### config.mk
export PLATFORM = sky130hd
export DESIGN_NAME = rfphoenix_tlb_wb_responder_flat
export DESIGN_NICKNAME = d
export VERILOG_FILES = /design/src/rtl/rfphoenix_tlb_wb_responder_if.sv /design/src/rtl/rfphoenix_tlb_wb_responder.sv /design/src/flat_wrapper.sv
export SDC_FILE = /design/constraint.sdc
export NUM_CORES = 1
export LEC_CHECK = 0
export CAP_MARGIN = 20
export CORE_MARGIN = 2
export CORE_UTILIZATION = 42
export CTS_CLUSTER_DIAMETER = 80
export DETAILED_ROUTE_END_ITERATION = 10
export HOLD_SLACK_MARGIN = 0.03
export PLACE_DENSITY_LB_ADDON = 0.2
export RECOVER_POWER = 50
export SKIP_CTS_REPAIR_TIMING = 1
export SYNTH_ARGS = -nofsm -noshare
export SYNTH_HDL_FRONTEND = slang
export SYNTH_SLANG_ARGS = --single-unit
export TNS_END_PERCENT = 30
### constraint.sdc
create_clock -name clk_i -period 8.59 [get_ports clk_i]
set_clock_uncertainty 0.05 [all_clocks]
set_input_delay 1.2885 -clock clk_i [delete_from_list [all_inputs] [get_ports clk_i]]
set_output_delay 1.2885 -clock clk_i [all_outputs]
set_load 0.1 [all_outputs]
### src/rtl/rfphoenix_tlb_wb_responder_if.sv
// Bus bundle for the TLB write-back responder: the TLB-facing slave handshake
// (cyc/ack) plus the memory write port toward the data-side arbiter.
interface rfphoenix_tlb_wb_responder_if #(
    parameter int unsigned AWID = 32,
    parameter int unsigned DWID = 128
);
    logic            s_cyc_i;
    logic [AWID-1:0] s_adr_i;
    logic [DWID-1:0] s_dat_i;
    logic            s_ack_o;
    logic            mem_req_o;
    logic [AWID-1:0] mem_adr_o;
    logic [DWID-1:0] mem_dat_o;
    logic            mem_ack_i;

    // Responder side.
    modport slave (
        input  s_cyc_i, s_adr_i, s_dat_i, mem_ack_i,
        output s_ack_o, mem_req_o, mem_adr_o, mem_dat_o
    );

    // TLB and memory side, as seen by whoever drives the responder.
    modport master (
        output s_cyc_i, s_adr_i, s_dat_i, mem_ack_i,
        input  s_ack_o, mem_req_o, mem_adr_o, mem_dat_o
    );
endinterface

### src/rtl/rfphoenix_tlb_wb_responder.sv
// Acknowledges TLB dirty-entry write-backs into a small coalescing FIFO and
// drains them one at a time to the memory write port.
module rfphoenix_tlb_wb_responder #(
    parameter int unsigned DEPTH        = 4,
    parameter int unsigned AWID         = 32,
    parameter int unsigned DWID         = 128,
    parameter logic [15:0] WR_COUNT_RST = 16'h0000
) (
    input  logic                         clk_i,
    input  logic                         rst_ni,
    rfphoenix_tlb_wb_responder_if.slave  bus,
    output logic [$clog2(DEPTH):0]       count_o,
    output logic                         idle_o,
    output logic [15:0]                  wr_count_o
);
    localparam int unsigned PW = $clog2(DEPTH);
    localparam int unsigned CW = PW + 1;

    typedef enum logic { S_IDLE, S_ACK } slv_state_e;
    typedef enum logic { D_IDLE, D_REQ } drn_state_e;

    logic [AWID-1:0] fifo_adr [DEPTH];
    logic [DWID-1:0] fifo_dat [DEPTH];

    logic [PW-1:0] wr_ptr_q, rd_ptr_q;
    logic [CW-1:0] count_q, count_d;
    slv_state_e    slv_state_q, slv_state_d;
    drn_state_e    drn_state_q, drn_state_d;
    logic          ack_blank_q;
    logic          idle_q;
    logic [15:0]   wr_count_q;

    logic          push, pop, coalesce;
    logic          hit;
    logic [PW-1:0] hit_idx, cand_idx;
    logic          mem_req;

    // Coalesce lookup: walk from the head toward the tail so the youngest
    // match wins. The head is untouchable while it is being written out.
    always_comb begin
        // NOTE: every comb output gets a default first so no path infers a latch.
        hit      = 1'b0;
        hit_idx  = '0;
        cand_idx = '0;
        for (int k = 0; k < DEPTH; k++) begin
            cand_idx = rd_ptr_q + PW'(k);
            if ((CW'(k) < count_q) && !((k == 0) && (drn_state_q == D_REQ)) &&
                (fifo_adr[cand_idx] == bus.s_adr_i)) begin
                hit     = 1'b1;
                hit_idx = cand_idx;
            end
        end
    end

    always_comb begin
        slv_state_d = slv_state_q;
        push        = 1'b0;
        coalesce    = 1'b0;
        case (slv_state_q)
            S_IDLE: begin
                if (bus.s_cyc_i && !ack_blank_q) begin
                    if (hit) begin
                        coalesce    = 1'b1;
                        slv_state_d = S_ACK;
                    end else if (count_q < CW'(DEPTH)) begin
                        push        = 1'b1;
                        slv_state_d = S_ACK;
                    end
                end
            end
            S_ACK:   slv_state_d = S_IDLE;
            default: slv_state_d = S_IDLE;
        endcase
    end

    always_comb begin
        drn_state_d = drn_state_q;
        pop         = 1'b0;
        case (drn_state_q)
            D_IDLE: if (count_q != '0) drn_state_d = D_REQ;
            D_REQ: begin
                if (bus.mem_ack_i) begin
                    pop         = 1'b1;
                    drn_state_d = D_IDLE;
                end
            end
            default: drn_state_d = D_IDLE;
        endcase
    end

    // Full is judged on the registered count, so a same-cycle pop never
    // makes room for a push.
    assign count_d = count_q + CW'(push) - CW'(pop);

    always_ff @(posedge clk_i or negedge rst_ni) begin
        if (!rst_ni) begin
            slv_state_q <= S_IDLE;
            drn_state_q <= D_IDLE;
            ack_blank_q <= 1'b0;
            wr_ptr_q    <= '0;
            rd_ptr_q    <= '0;
            count_q     <= '0;
            idle_q      <= 1'b1;
            wr_count_q  <= WR_COUNT_RST;
        end else begin
            // NOTE: state uses non-blocking assignments so every register
            // sees the pre-edge values of the others.
            slv_state_q <= slv_state_d;
            drn_state_q <= drn_state_d;
            // The TLB keeps cyc high one cycle after it samples ack.
            ack_blank_q <= (slv_state_q == S_ACK);
            count_q     <= count_d;
            idle_q      <= (count_d == '0) && (drn_state_d == D_IDLE);
            if (push) wr_ptr_q <= wr_ptr_q + 1'b1;
            if (pop) begin
                rd_ptr_q   <= rd_ptr_q + 1'b1;
                wr_count_q <= wr_count_q + 16'd1;
            end
        end
    end

    // NOTE: the entry storage has no reset; pointers and count alone decide
    // which slots hold live write-backs.
    always_ff @(posedge clk_i) begin
        if (push) begin
            fifo_adr[wr_ptr_q] <= bus.s_adr_i;
            fifo_dat[wr_ptr_q] <= bus.s_dat_i;
        end else if (coalesce) begin
            fifo_dat[hit_idx] <= bus.s_dat_i;
        end
    end

    assign mem_req       = (drn_state_q == D_REQ);
    assign bus.s_ack_o   = (slv_state_q == S_ACK);
    assign bus.mem_req_o = mem_req;
    assign bus.mem_adr_o = mem_req ? fifo_adr[rd_ptr_q] : '0;
    assign bus.mem_dat_o = mem_req ? fifo_dat[rd_ptr_q] : '0;

    assign count_o    = count_q;
    assign idle_o     = idle_q;
    assign wr_count_o = wr_count_q;
endmodule
### src/flat_wrapper.sv
// flat-port wrapper written by rule: the top's interface ports become plain ports
module rfphoenix_tlb_wb_responder_flat 
#(
    parameter int unsigned DEPTH        = 4,
    parameter int unsigned AWID         = 32,
    parameter int unsigned DWID         = 128,
    parameter logic [15:0] WR_COUNT_RST = 16'h0000
)
  (clk_i, rst_ni, count_o, idle_o, wr_count_o, bus_s_cyc_i, bus_s_adr_i, bus_s_dat_i, bus_mem_ack_i, bus_s_ack_o, bus_mem_req_o, bus_mem_adr_o, bus_mem_dat_o);
  rfphoenix_tlb_wb_responder_if #(.AWID(AWID), .DWID(DWID)) bus_i ();
  input  logic clk_i;
  input  logic rst_ni;
  output logic [$clog2(DEPTH):0] count_o;
  output logic idle_o;
  output logic [15:0] wr_count_o;
  input wire logic [$bits(bus_i.s_cyc_i)-1:0] bus_s_cyc_i;
  input wire logic [$bits(bus_i.s_adr_i)-1:0] bus_s_adr_i;
  input wire logic [$bits(bus_i.s_dat_i)-1:0] bus_s_dat_i;
  input wire logic [$bits(bus_i.mem_ack_i)-1:0] bus_mem_ack_i;
  output wire logic [$bits(bus_i.s_ack_o)-1:0] bus_s_ack_o;
  output wire logic [$bits(bus_i.mem_req_o)-1:0] bus_mem_req_o;
  output wire logic [$bits(bus_i.mem_adr_o)-1:0] bus_mem_adr_o;
  output wire logic [$bits(bus_i.mem_dat_o)-1:0] bus_mem_dat_o;
  assign bus_i.s_cyc_i = bus_s_cyc_i;
  assign bus_i.s_adr_i = bus_s_adr_i;
  assign bus_i.s_dat_i = bus_s_dat_i;
  assign bus_i.mem_ack_i = bus_mem_ack_i;
  assign bus_s_ack_o = bus_i.s_ack_o;
  assign bus_mem_req_o = bus_i.mem_req_o;
  assign bus_mem_adr_o = bus_i.mem_adr_o;
  assign bus_mem_dat_o = bus_i.mem_dat_o;
  rfphoenix_tlb_wb_responder #(.DEPTH(DEPTH), .AWID(AWID), .DWID(DWID), .WR_COUNT_RST(WR_COUNT_RST)) u_core (.clk_i(clk_i), .rst_ni(rst_ni), .bus(bus_i), .count_o(count_o), .idle_o(idle_o), .wr_count_o(wr_count_o));
endmodule
==> results of run 1 <==
==> state kept, by name, summed over array words and instances (netlist names) <==
register              flops
u_core.idle_o             1
u_core.bus.s_ack_o        1
u_core.rd_ptr_q           2
u_core.fifo_dat         512
u_core.wr_ptr_q           2
u_core.bus.mem_req_o      1
u_core.wr_count_o        16
u_core.fifo_adr         128
u_core.count_o            3
u_core.ack_blank_q        1
==> logic make-up (layout without fill, tap and decap cells) <==
group	Yosys count	in the layout	synth area share, %
adders and majority gates	10	10	0.449
xor gates and xnor gates	124	124	3.68
and+or+nand+nor	286	286	5.57
DFF	667	667	67.4
other	0	8	0
muxes	287	287	18.8
buffers and inverters	121	530	1.80
AOI/OAI and AO/OA	91	91	2.28
==> layer usage <==
layer / vias to the layer above / global-route usage, % / share of wire [%]
met3: 166 / 5.81 / 7.1
met1: 8374 / 26.6 / 40
met2: 533 / 33.7 / 50
met5: - / 0 / 0.24
li1: 7090 / - / -
met4: 26 / 5.86 / 2.9
==> cells in the mapped netlist (all sizes together), types with 5 or more instances <==
cell type | n | area [µm²]
a211oi | 5 | 37.5
a21oi | 8 | 40.0
a2bb2oi | 6 | 52.6
and2 | 162 | 1010
buf | 49 | 260
clkbuf | 49 | 184
dfrtp | 26 | 651
edfxtp | 640 | 19200
ha | 9 | 113
inv | 23 | 86.3
mux2 | 11 | 124
mux2i | 63 | 631
mux4 | 213 | 4800
nand2 | 41 | 154
nand3 | 8 | 40.0
nand4 | 25 | 156
nor2 | 20 | 75.1
nor3 | 5 | 25.0
nor4 | 9 | 62.6
o2111ai | 5 | 43.8
o211ai | 6 | 45.0
o21ai | 16 | 80.1
o22ai | 10 | 62.6
xnor2 | 89 | 780
xor2 | 35 | 307
==> stage by stage <==
step,TNS [ps],cell area [µm²],util [%]
2_1_floorplan,-134660,29500,-
3_3_place_gp,0,34000,48.7
3_5_place_dp,0,34000,48.7
4_1_cts,0,36500,52.2
5_1_grt,0,36500,52.2
6_report,0,36500,52.3
==> path summary, 6_finish.rpt <==
check                                          startpoint                                to  slack, ps  cells past startpoint
max                        u_core.rd_ptr_q[0]$_DFFE_PN0P_  u_core.fifo_dat[1][12]$_DFFE_PP_       1520                     11
max in group asynchronous                          rst_ni    u_core.rd_ptr_q[1]$_DFFE_PN0P_       5900                      2
min reg2reg                  u_core.bus.s_ack_o$_DFF_PN0_      u_core.ack_blank_q$_DFF_PN0_        370                      0
min in group asynchronous                          rst_ni       u_core.count_o[0]$_DFF_PN0_       1520                      2
max reg2reg                u_core.rd_ptr_q[0]$_DFFE_PN0P_  u_core.fifo_dat[1][12]$_DFFE_PP_       1520                     11
min                          u_core.bus.s_ack_o$_DFF_PN0_      u_core.ack_blank_q$_DFF_PN0_        370                      0
==> worst register-to-register path: stages, from the launching register on <==
cell                       delay [ps]
sky130_fd_sc_hd__dfrtp_1         1610
sky130_fd_sc_hd__buf_4            910
sky130_fd_sc_hd__mux2_1           460
sky130_fd_sc_hd__a21oi_1          230
sky130_fd_sc_hd__o211ai_1         180
sky130_fd_sc_hd__a21oi_1          180
sky130_fd_sc_hd__nand4_1          280
sky130_fd_sc_hd__nor4_1           760
sky130_fd_sc_hd__o31ai_2          230
sky130_fd_sc_hd__o31ai_4          440
sky130_fd_sc_hd__and2_4           740
sky130_fd_sc_hd__buf_12           430
==> final cells by class <==
class / instances / area share [%]
multi-input combinational: 798 / 25.0
clock buffer: 100 / 5.58
clock inverter: 38 / 1.18
inverter: 23 / 0.237
timing repair buffer: 369 / 10.2
antenna: 8 / 0.0549
sequential: 667 / 54.6
tap: 940 / 3.23
==> results.py, run 1 <==
metrics = {
    "place": {
        "gp_congestion": 0.894,
        "final_hpwl_from_detailed_placement_mm": 47.7,
        "io_buffers": 345,
        "dpl_worst_slack_ps": 2300,
        "dp.cells": 2797,
    },
    "logic_synthesis": {
        "synthesis.instances": 1586,
        "avgSynthCellArea_um2": 18.6,
        "synth_nets": 1760,
        "postSynth.asyncResetShare_pct": 4.05,
        "synth-edff-count": 640,
        "synth.cell_area_um2": 29500,
        "primary_flip_flop_cell_chosen_by_synthesis_mapping": "sky130_fd_sc_hd__edfxtp_1",
        "synth.distinct_cells": 65,
        "seq_area_frac_synth_pct": 67.4,
        "postSynthRegisterBits": 667,
        "number_of_synthesis_warnings": 0,
    },
    "clock_tree": {
        "cts_tree": "done",
        "clock-root-buffer": "sky130_fd_sc_hd__clkbuf_16",
        "clkSlewWorstSetupHoldPaths_ps": 60,
        "worst_skew_pair.late_latency_ps": 620,
        "cts_htree_levels": 3,
        "cts_max_path_buffers": 3,
        "numClockSinks": 667,
        "cts_buffers": 76,
    },
    "timing": {
        "final_hold_viol_count": 0,
        "worst-slew-pin-transition_ps": 2400,
        "final_max_slew_viol_count": 130,
        "whs_ps": 367,
        "timing.final.crit_share_pct": 82.3,
        "post-route-worst-setup-slack_ps": 1520,
        "max-slew-margin-rel_pct": -59.9,
        "setup_viol_count_final": 0,
        "fmax_ghz": 0.141,
        "finalCriticalPeriod_ps": 7070,
        "rsz0062_at_grt": "no",
    },
    "floorplan": {
        "die_area_um2": 72400,
        "initial_utilization_pct": 42.3,
        "dieWidth_um": 269,
        "die_h_um": 269,
        "rows": 97,
        "core_area_um2": 69800,
        "top_level_ports": 346,
    },
    "worst_setup_path": {
        "cp_common_cell": "sky130_fd_sc_hd__a21oi_1",
        "max_stage_delay_ps": 1610,
        "total_buffers_and_inverters_traversed_by_the_critical_path": 2,
        "worstPathRequired_ps": 8780,
        "critical-path-slowest-cell": "sky130_fd_sc_hd__dfrtp_1",
        "start_kind": "flop",
        "cp_max_fo": 81,
        "type_of_destination_of_the_critical_path": "flop",
        "worst-setup-path-type": "reg -> reg",
        "path_cells": "buf_4 > mux2_1 > a21oi_1 > o211ai_1 > a21oi_1 > nand4_1 > nor4_1 > o31ai_2 > o31ai_4 > and2_4 > buf_12",
        "cpLargestDelayFamily": "simple AND/OR/NAND/NOR gates",
        "arrival_ps": 7260,
    },
    "layout": {
        "layout.area.seq_um2": 19900,
        "final_net_count": 2109,
        "layout.filler_cells": 5668,
        "most-common-layout-cells": "sky130_fd_sc_hd__edfxtp_1 (640), sky130_fd_sc_hd__mux4_2 (213), sky130_fd_sc_hd__dlygate4sd3_1 (209)",
        "area_delta_synth_final_pct": 23.6,
        "stdcell_count": 2943,
        "commonest_non_fill_non_tap_cell_in_the_layout": "sky130_fd_sc_hd__edfxtp_1",
        "area_of_combinational_cells_with_multiple_inputs_um2": 9100,
        "share_of_cells_above_drive_strength_1_pct": 18.1,
    },
    "global_routing": {
        "global_route.usage.total_pct": 20.5,
        "gr-total-overflow": 0,
        "first_global_vias": 17000,
        "initial_antenna_violation_count": 30,
        "wire_length_of_the_first_global_routing_pass_mm": 109,
        "grt_max_degree": 94,
    },
    "routing": {
        "detail_route.first_pass.iterations": 5,
        "post_drt_wl_per_cell_um": 25.0,
        "drtIter0Drc": 1255,
        "route.detailed.vias_per_inst": 5.50,
        "route.detailed.drc": 0,
        "wl_mm": 73.5,
        "detail-route-antenna-nets": 0,
        "detailroute.via_count": 16200,
    },
    "flow_run": {
        "max_capacitance_violation_count": 3,
    },
    "worst_hold_path": {
        "hold_path_class": "reg -> reg",
    },
    "status": {
        "violations": "capacitance limit, slew limit",
        "outcome": "finished with violations",
    },
}
Power of run 1 is left out: the tool's default activity adds up to more than one toggle a clock period on the data nets, which glitch-free logic cannot reach.
==> run 2: changes to the inputs <==
clock period = 6.8 ns   (was 8.59 ns; I/O delays follow)
==> run 2 against run 1 <==
  * The flow still finishes with violations (capacitance limit, slew limit)
  * Register-to-register slack got worse by 610 ps
  * Cell count is the same
  * Utilization fell by 0.068 points
  * Routed wire length up 0.55%
  * Critical path depth is 6 lower
  * Die area stayed put
  * Hold slack worse by 13 ps
  * Critical path type is now reg -> out
==> results.py, run 2 (same netlist as run 1, synthesis figures left out) <==
metrics = {
    "routing": {
        "detail-route-antenna-nets": 0,
        "drtIter0Drc": 1227,
        "route.detailed.drc": 0,
        "detail_route.first_pass.iterations": 5,
        "detailroute.via_count": 16300,
        "route.detailed.vias_per_inst": 5.54,
        "wl_mm": 73.9,
        "post_drt_wl_per_cell_um": 25.1,
    },
    "flow_run": {
        "max_capacitance_violation_count": 2,
    },
    "layout": {
        "area_delta_synth_final_pct": 23.4,
        "post-route-cell-area_um2": 36400,
        "share_of_cells_above_drive_strength_1_pct": 18.5,
        "commonest_non_fill_non_tap_cell_in_the_layout": "sky130_fd_sc_hd__edfxtp_1",
        "layout_utilization_pct": 52.2,
        "most-common-layout-cells": "sky130_fd_sc_hd__edfxtp_1 (640), sky130_fd_sc_hd__mux4_2 (213), sky130_fd_sc_hd__dlygate4sd3_1 (207)",
        "layout.filler_cells": 5633,
        "top_register": "u_core.fifo_dat",
        "final_net_count": 2123,
        "largest_register_ff_count": 512,
    },
    "worst_setup_path": {
        "worst-setup-path-type": "reg -> out",
        "type_of_destination_of_the_critical_path": "output port",
        "worstPathRequired_ps": 5730,
        "cp_max_fo": 60,
        "arrival_ps": 4920,
        "start_kind": "flop",
    },
    "global_routing": {
        "first_global_vias": 17000,
        "wire_length_of_the_first_global_routing_pass_mm": 109,
        "gr-total-overflow": 0,
        "initial_antenna_violation_count": 22,
        "grt_max_degree": 116,
        "global_route.usage.total_pct": 20.4,
    },
    "clock_tree": {
        "worst_skew_pair.late_latency_ps": 610,
        "clock-root-buffer": "sky130_fd_sc_hd__clkbuf_16",
        "cts_htree_levels": 3,
        "numClockSinks": 667,
        "cts_buffers": 71,
        "cts_tree": "done",
        "clkSlewWorstSetupHoldPaths_ps": 60,
        "cts_max_path_buffers": 3,
    },
    "place": {
        "final_hpwl_from_detailed_placement_mm": 49.2,
        "gp_congestion": 0.951,
        "io_buffers": 345,
        "postPlaceCellArea_um2": 34200,
    },
    "floorplan": {
        "core_area_um2": 69800,
        "dieWidth_um": 269,
        "initial_utilization_pct": 42.3,
        "top_level_ports": 346,
        "die_area_um2": 72400,
        "rows": 97,
        "die_h_um": 269,
    },
    "timing": {
        "finalCriticalPeriod_ps": 5990,
        "timing.final.crit_share_pct": 88.0,
        "max-slew-margin-rel_pct": -18.6,
        "setup_viol_count_final": 0,
        "final_hold_viol_count": 0,
        "final_max_slew_viol_count": 79,
        "worst-slew-pin-transition_ps": 1780,
        "rsz0062_at_grt": "no",
        "fmax_ghz": 0.167,
    },
    "worst_hold_path": {
        "hold_path_class": "reg -> reg",
    },
    "status": {
        "outcome": "finished with violations",
        "violations": "capacitance limit, slew limit",
    },
}
[run 2: cell types whose count changed in the layout (fill, tap and decap cells not counted), moves of 2 or more]
cell	delta
sky130_fd_sc_hd__buf_4	+8
sky130_fd_sc_hd__diode_2	-7
sky130_fd_sc_hd__buf_12	+6
sky130_fd_sc_hd__clkbuf_16	-5
sky130_fd_sc_hd__and2_1	-4
sky130_fd_sc_hd__clkinv_16	-4
sky130_fd_sc_hd__and2_0	+3
sky130_fd_sc_hd__clkinv_8	+3
sky130_fd_sc_hd__clkbuf_8	-2
sky130_fd_sc_hd__clkdlybuf4s50_1	+2
sky130_fd_sc_hd__dlygate4sd3_1	-2
[run 2: per-stage QoR]
stage               TNS (ps)  hold WS, ps  setup WS (ps)  instances
floorplan             -27370          508          -93.5       1586
global placement           0          348           1040       2815
detailed placement         0          352           1130       2815
CTS                        0          368            713       2941
global route               0          377            576       2942
finish                     0          354            814       2943
[run 2: cell type report]
cell class | instances | area [µm²] | share of cell area [%]
diodes | 1 | 2.50 | 0.00687
inverters | 23 | 86.3 | 0.237
flip-flops and latches | 667 | 19900 | 54.7
clock inverters | 36 | 340 | 0.935
clock buffers | 90 | 1870 | 5.13
repair buffers | 388 | 3940 | 10.8
well taps | 940 | 1180 | 3.23
multi-input cells | 798 | 9100 | 25.0
[run 2: final timing paths]
check	start	cells past startpoint	end	slack, ps
hold reg to reg	u_core.bus.s_ack_o$_DFF_PN0_	0	u_core.ack_blank_q$_DFF_PN0_	350
hold / removal	u_core.bus.s_ack_o$_DFF_PN0_	0	u_core.ack_blank_q$_DFF_PN0_	350
max in group asynchronous	rst_ni	2	u_core.rd_ptr_q[1]$_DFFE_PN0P_	4360
min in group asynchronous	rst_ni	2	u_core.count_o[2]$_DFF_PN0_	1270
setup reg to reg	u_core.rd_ptr_q[1]$_DFFE_PN0P_	13	u_core.fifo_dat[2][19]$_DFFE_PP_	910
setup / recovery	u_core.rd_ptr_q[1]$_DFFE_PN0P_	5	bus_mem_dat_o[44]	810
[run 2: per-layer routing]
| metal | routed length (µm) | share of wire [%] | GRT usage [%] | up-vias |
|---|---|---|---|---|
| met2 | 37800 | 51 | 34.4 | 556 |
| met1 | 29500 | 40 | 26.8 | 8490 |
| met5 | 115 | 0.16 | 0 | - |
| li1 | - | - | - | 7106 |
| met4 | 1880 | 2.5 | 6.40 | 16 |
| met3 | 4600 | 6.2 | 4.23 | 139 |
[run 2: worst max-delay path, stage by stage, from the launching register on]
cell	delay, ps
sky130_fd_sc_hd__dfrtp_4	980
sky130_fd_sc_hd__buf_4	730
sky130_fd_sc_hd__buf_4	750
sky130_fd_sc_hd__mux4_2	360
sky130_fd_sc_hd__and2_1	200
sky130_fd_sc_hd__clkdlybuf4s50_1	1170
Power of run 2 is left out for the same reason.
